### config.mk
export PLATFORM = sky130hd
export DESIGN_NAME = irq_pending_ctrl
export DESIGN_NICKNAME = d
export VERILOG_FILES = /design/src/rtl/irq_pending_ctrl.sv
export SDC_FILE = /design/constraint.sdc
export NUM_CORES = 1
export LEC_CHECK = 0
export BUFFER_PORTS_ARGS = -buffer_cell sky130_fd_sc_hd__buf_2
export CAP_MARGIN = 20
export CORE_ASPECT_RATIO = 1.5
export CORE_UTILIZATION = 45
export DETAILED_ROUTE_END_ITERATION = 8
export PLACE_DENSITY = 0.75
export SLEW_MARGIN = 25
export SYNTH_ARGS = -nofsm -noshare
export SYNTH_HDL_FRONTEND = slang
export SYNTH_SLANG_ARGS = --single-unit
### constraint.sdc
create_clock -name i_clk -period 2 [get_ports i_clk]
set_input_delay 0.1 -clock i_clk [delete_from_list [all_inputs] [get_ports i_clk]]
set_output_delay 0.1 -clock i_clk [all_outputs]
set_load 0.02 [all_outputs]
### src/rtl/irq_pending_ctrl.sv
// Eight-line interrupt front end: pending latch, per-line mask, highest-index grant with valid/ack.
// Define IRQ_EDGE_EN for rising-edge capture with overrun detection; otherwise requests are level-sensitive.
module irq_pending_ctrl #(
   parameter logic [7:0] MASK_RST = 8'hFF
) (
   input  logic       i_clk,
   input  logic       i_rst_n,
   input  logic [7:0] i_req,
   input  logic       i_mask_we,
   input  logic [7:0] i_mask_wdata,
   input  logic       i_irq_ack,
   input  logic       i_ovf_clr,
   output logic       o_irq_valid,
   output logic [2:0] o_irq_id,
   output logic [7:0] o_pending,
   output logic [7:0] o_mask,
   output logic       o_ovf
);

   typedef enum logic {
      ST_IDLE,
      ST_PRESENT
   } state_t;

   state_t     r_state;
   state_t     w_state_nxt;
   logic [7:0] r_req_q;
   logic [7:0] r_req_qq;
   logic [7:0] r_pending;
   logic [7:0] r_mask;
   logic [2:0] r_irq_id;
   logic       r_irq_valid;
   logic [2:0] w_id_nxt;
   logic       w_valid_nxt;
   logic [7:0] w_event;
   logic [7:0] w_clr;
   logic [7:0] w_eligible;
   logic [2:0] w_hi_idx;
   logic       w_ack_acc;

`ifdef IRQ_EDGE_EN
   assign w_event = r_req_q & ~r_req_qq;
`else
   assign w_event = r_req_q;
`endif

   assign w_ack_acc  = (r_state == ST_PRESENT) && i_irq_ack;
   assign w_clr      = w_ack_acc ? (8'b1 << r_irq_id) : 8'h00;
   assign w_eligible = r_pending & r_mask;

   // Ascending scan so the highest set index is the last one written.
   always_comb begin
      w_hi_idx = 3'd0;
      for (int i = 0; i < 8; i++) begin
         if (w_eligible[i]) begin
            w_hi_idx = 3'(i);
         end
      end
   end

   always_ff @(posedge i_clk or negedge i_rst_n) begin
      if (!i_rst_n) begin
         r_req_q   <= 8'h00;
         r_req_qq  <= 8'h00;
         r_pending <= 8'h00;
         r_mask    <= MASK_RST;
      end else begin
         r_req_q   <= i_req;
         r_req_qq  <= r_req_q;
         r_pending <= (r_pending & ~w_clr) | w_event;
         if (i_mask_we) begin
            r_mask <= i_mask_wdata;
         end
      end
   end

   always_ff @(posedge i_clk or negedge i_rst_n) begin
      if (!i_rst_n) begin
         r_state     <= ST_IDLE;
         r_irq_id    <= 3'd0;
         r_irq_valid <= 1'b0;
      end else begin
         r_state     <= w_state_nxt;
         r_irq_id    <= w_id_nxt;
         r_irq_valid <= w_valid_nxt;
      end
   end

   // Once presented, the ID is frozen until acked: no preemption, no retraction on mask change.
   always_comb begin
      w_state_nxt = r_state;
      w_id_nxt    = r_irq_id;
      w_valid_nxt = r_irq_valid;
      case (r_state)
         ST_IDLE: begin
            if (w_eligible != 8'h00) begin
               w_state_nxt = ST_PRESENT;
               w_id_nxt    = w_hi_idx;
               w_valid_nxt = 1'b1;
            end
         end
         ST_PRESENT: begin
            if (i_irq_ack) begin
               w_state_nxt = ST_IDLE;
               w_valid_nxt = 1'b0;
            end
         end
         default: begin
            w_state_nxt = ST_IDLE;
            w_valid_nxt = 1'b0;
         end
      endcase
   end

`ifdef IRQ_EDGE_EN
   logic r_ovf;
   logic w_ovf_hit;

   assign w_ovf_hit = |(w_event & r_pending & ~w_clr);

   always_ff @(posedge i_clk or negedge i_rst_n) begin
      if (!i_rst_n) begin
         r_ovf <= 1'b0;
      end else if (w_ovf_hit) begin
         r_ovf <= 1'b1;
      end else if (i_ovf_clr) begin
         r_ovf <= 1'b0;
      end
   end

   assign o_ovf = r_ovf;
`else
   logic w_unused_level;

   assign w_unused_level = ^{i_ovf_clr, r_req_qq};
   assign o_ovf          = 1'b0;
`endif

   assign o_irq_valid = r_irq_valid;
   assign o_irq_id    = r_irq_id;
   assign o_pending   = r_pending;
   assign o_mask      = r_mask;

endmodule

==> summary.txt <==
Cells and area
  • Area delta synth->final: 36.0%
  • Finished Core Util: around two thirds
  • Antenna Cells: 0
  • Most frequent cells in the layout: 39 x buf_2, 21 x dfrtp_1, 15 x dlygate4sd3_1
  • Share of cells above drive strength 1: 47.9%
  • Most common cell after layout, fill and taps aside: buf_2
  • Layout net count: 164

GRT
  • Top Usage Layer GRT: met2
  • Global-route wire length before repair: 3310 um
  • Met2 usage: 27.8%
  • Number of global-route vias before repair: between 700 and 800
  • Largest net degree at the start of global routing: 30
  • Gr ovfl total: 0
  • Initial antenna violation count: 0
  • Met3 Track Usage GR: around 6.7%
  • Global Route met1 Usage: between 10% and 20%
  • Tot GR Track Use: between 10% and 20%

Synth
  • Net count after synthesis: ~110
  • Mapped Cells: between 80 and 90
  • Top post-synthesis cells by area: dfrtp_1 45%, dfstp_2 18%, mux2_2 7.7%
  • Synth top area share: approximately 45%
  • Synth Register Bits: 29
  • Yosys warning count: 0
  • Synthesized area per cell: 14.0 sq um
  • Area leader, netlist: dfrtp_1
  • Seq/Total Area, Yosys: 62.8%
  • Syn Std Cell Area: about 0.0012 sq mm
  • Yosys cell types: 24

Clock tree
  • CTS root buf: clkbuf_4
  • TritonCTS clock tree: built
  • H-tree depth: 2
  • Clk buf depth: 2
  • Worst-path clk slew: roughly 0.080 ns
  • Hold_buf cts: 10
  • Worst skew pair latency: ~0.32 ns
  • Post-CTS sizing: 0
  • Clock sinks: 29
  • Post-CTS Setup Repair Bufs: 0
  • CTS Buf Count: 5

Critical path
  • Reg-to-reg endpoint: o_irq_id[1]
  • Worst Path Max Fanout: 5
  • Worst EP required: 2.21 ns
  • CP arrival: 1.62 ns
  • Setup CP Type: flop to flop
  • Slowest cell delay on critical path: 0.57 ns
  • R2R Path Start: o_mask[2]
  • FF-to-FF setup slack: 0.59 ns
  • Startpoint Class: flop
  • Crit end category: flop
  • R2R depth: 3
  • Slowest CP cell: dfstp_2
  • Crit-path cells: a22oi_2 > a41oi_4 > mux2_4

Timing
  • Worst-Margin Slew: roughly 0.62 ns
  • RSZ-0062 raised after global routing: false
  • Worst Slack Setup Final: slightly below 0.6 ns
  • Setup violations, final: 0
  • Clock Skews: ~0.008 ns
  • Final Hold Viols: 0
  • Min Hold Slack: approximately 0.015 ns
  • Fin. max-slew vios: 0
  • Fin Setup TNS: 0 ns
  • Final period util: 70.6%
  • Fin crit period: between 1 and 1.5 ns
  • Slew headroom: about three fifths
  • Max Fclk: 0.708 GHz

Min path
  • Hold crit path type: input port to flop
  • Hold Path End: o_mask[0]
  • Min-Delay Path Depth: 2
  • Worst hold start: i_mask_wdata[0]

Routing
  • DRT antenna net count: 0
  • DRC: 3
  • Per-cell routed wire length: 13.1 um
  • DR iter-0 viols: 13
  • First-pass DRT Iterations: 6
  • Vias post-DR: a little under 900
  • Post-Route WL: 2210 um
  • Vias per cell: just over 5

Run status
  • Status: finished with violations
  • Violated checks: DRC

Die
  • # IOs: 42
  • Num rows: 22
  • DIE AREA: between 0.002 and 0.003 sq mm
  • Die span in y: about 65 um
  • Initial core utilization: ~48%
  • Core Region: 0.00245 sq mm
  • DIE WIDTH: ~44 um

Power
  • VDD IR max: 0.000741 V
  • PD cells: 1030 mW/mm^2
  • Cell leakage power: 0.687 nW
  • Pwr Total: 1.64 mW

Flow run
  • # Max-Cap Violations: 0

Placed design
  • Pre-CTS WS: 0.604 ns
  • Port bufs: 39
  • Final Wtd Congestion: a little under 0.8
layer usage:
metal	up-vias	share of wire (%)
li1	421	-
met1	414	39
met2	26	54
met3	6	5.0
met4	0	2.4
met5	-	0
worst max-delay path: cells and delay by family, from the launching register on:
kind,cells,cell delay [ns]
muxes,1,0.32
DFF,1,0.57
AOI/OAI and AO/OA,2,0.42
registers in the layout, indices dropped and copies added (netlist names):
signal and flops:
o_irq_id 3, o_irq_valid 1, o_mask 8, o_pending 8, r_req_q 8, r_state 1
worst max path at each step:
stage / endpoint / slack [ns] / from / cells past startpoint
global route: o_irq_id[1] / 0.56 / o_mask[2] / 3
global placement: o_irq_id[1] / 0.62 / o_mask[2] / 3
detailed placement: o_irq_id[1] / 0.60 / o_mask[2] / 3
floorplan: o_irq_id[1] / 0.58 / o_mask[2] / 3
finish: o_irq_id[1] / 0.59 / o_mask[2] / 3
CTS: o_irq_id[1] / 0.59 / o_mask[2] / 3
layout make-up:
type / instances / area (sq um)
flip-flops and latches: 29 / 736
clock buffers: 8 / 58.8
inverters: 2 / 7.51
repair buffers: 54 / 345
well taps: 24 / 30.0
fillers: 187 / 856
multi-input cells: 51 / 417
synthesized netlist by cell type:
cell / number
inv_1: 2
nand3_1: 2
a22oi_2: 2
nor2_1: 2
a22oi_4: 2
a21o_2: 2
a32o_1: 1
nand2_1: 4
a41oi_4: 1
a21oi_1: 2
o31ai_1: 2
a32oi_1: 1
a21o_1: 1
conb_1: 1
buf_2: 1
mux2_2: 8
mux2_4: 1
dfrtp_1: 21
dfstp_2: 8
nand3b_1: 1
buf_4: 1
a31oi_1: 1
o21ai_0: 7
nand2b_1: 10
power breakdown:
group	switching (mW)	leakage, nW	internal (mW)
Combinational	0.258	0.351	0.220
Sequential	0.117	0.304	0.691
Clock	0.184	0.0326	0.173
through the flow:
| step | cells | instance area [sq um] |
|---|---|---|
| finish | 168 | 1590 |
| global route | 168 | 1590 |
| CTS | 163 | 1540 |
| detailed placement | 145 | 1390 |
| global placement | 145 | 1390 |
| floorplan | 84 | 1170 |
kinds of logic after synthesis:
logic type / synth area share [%]
flops: 62.8
mux: 8.96
simple gates: 8.75
other cells: 0.320
compound gates: 17.5
buf+inv: 1.71
Note: power is estimated with default switching activity, not from simulation.
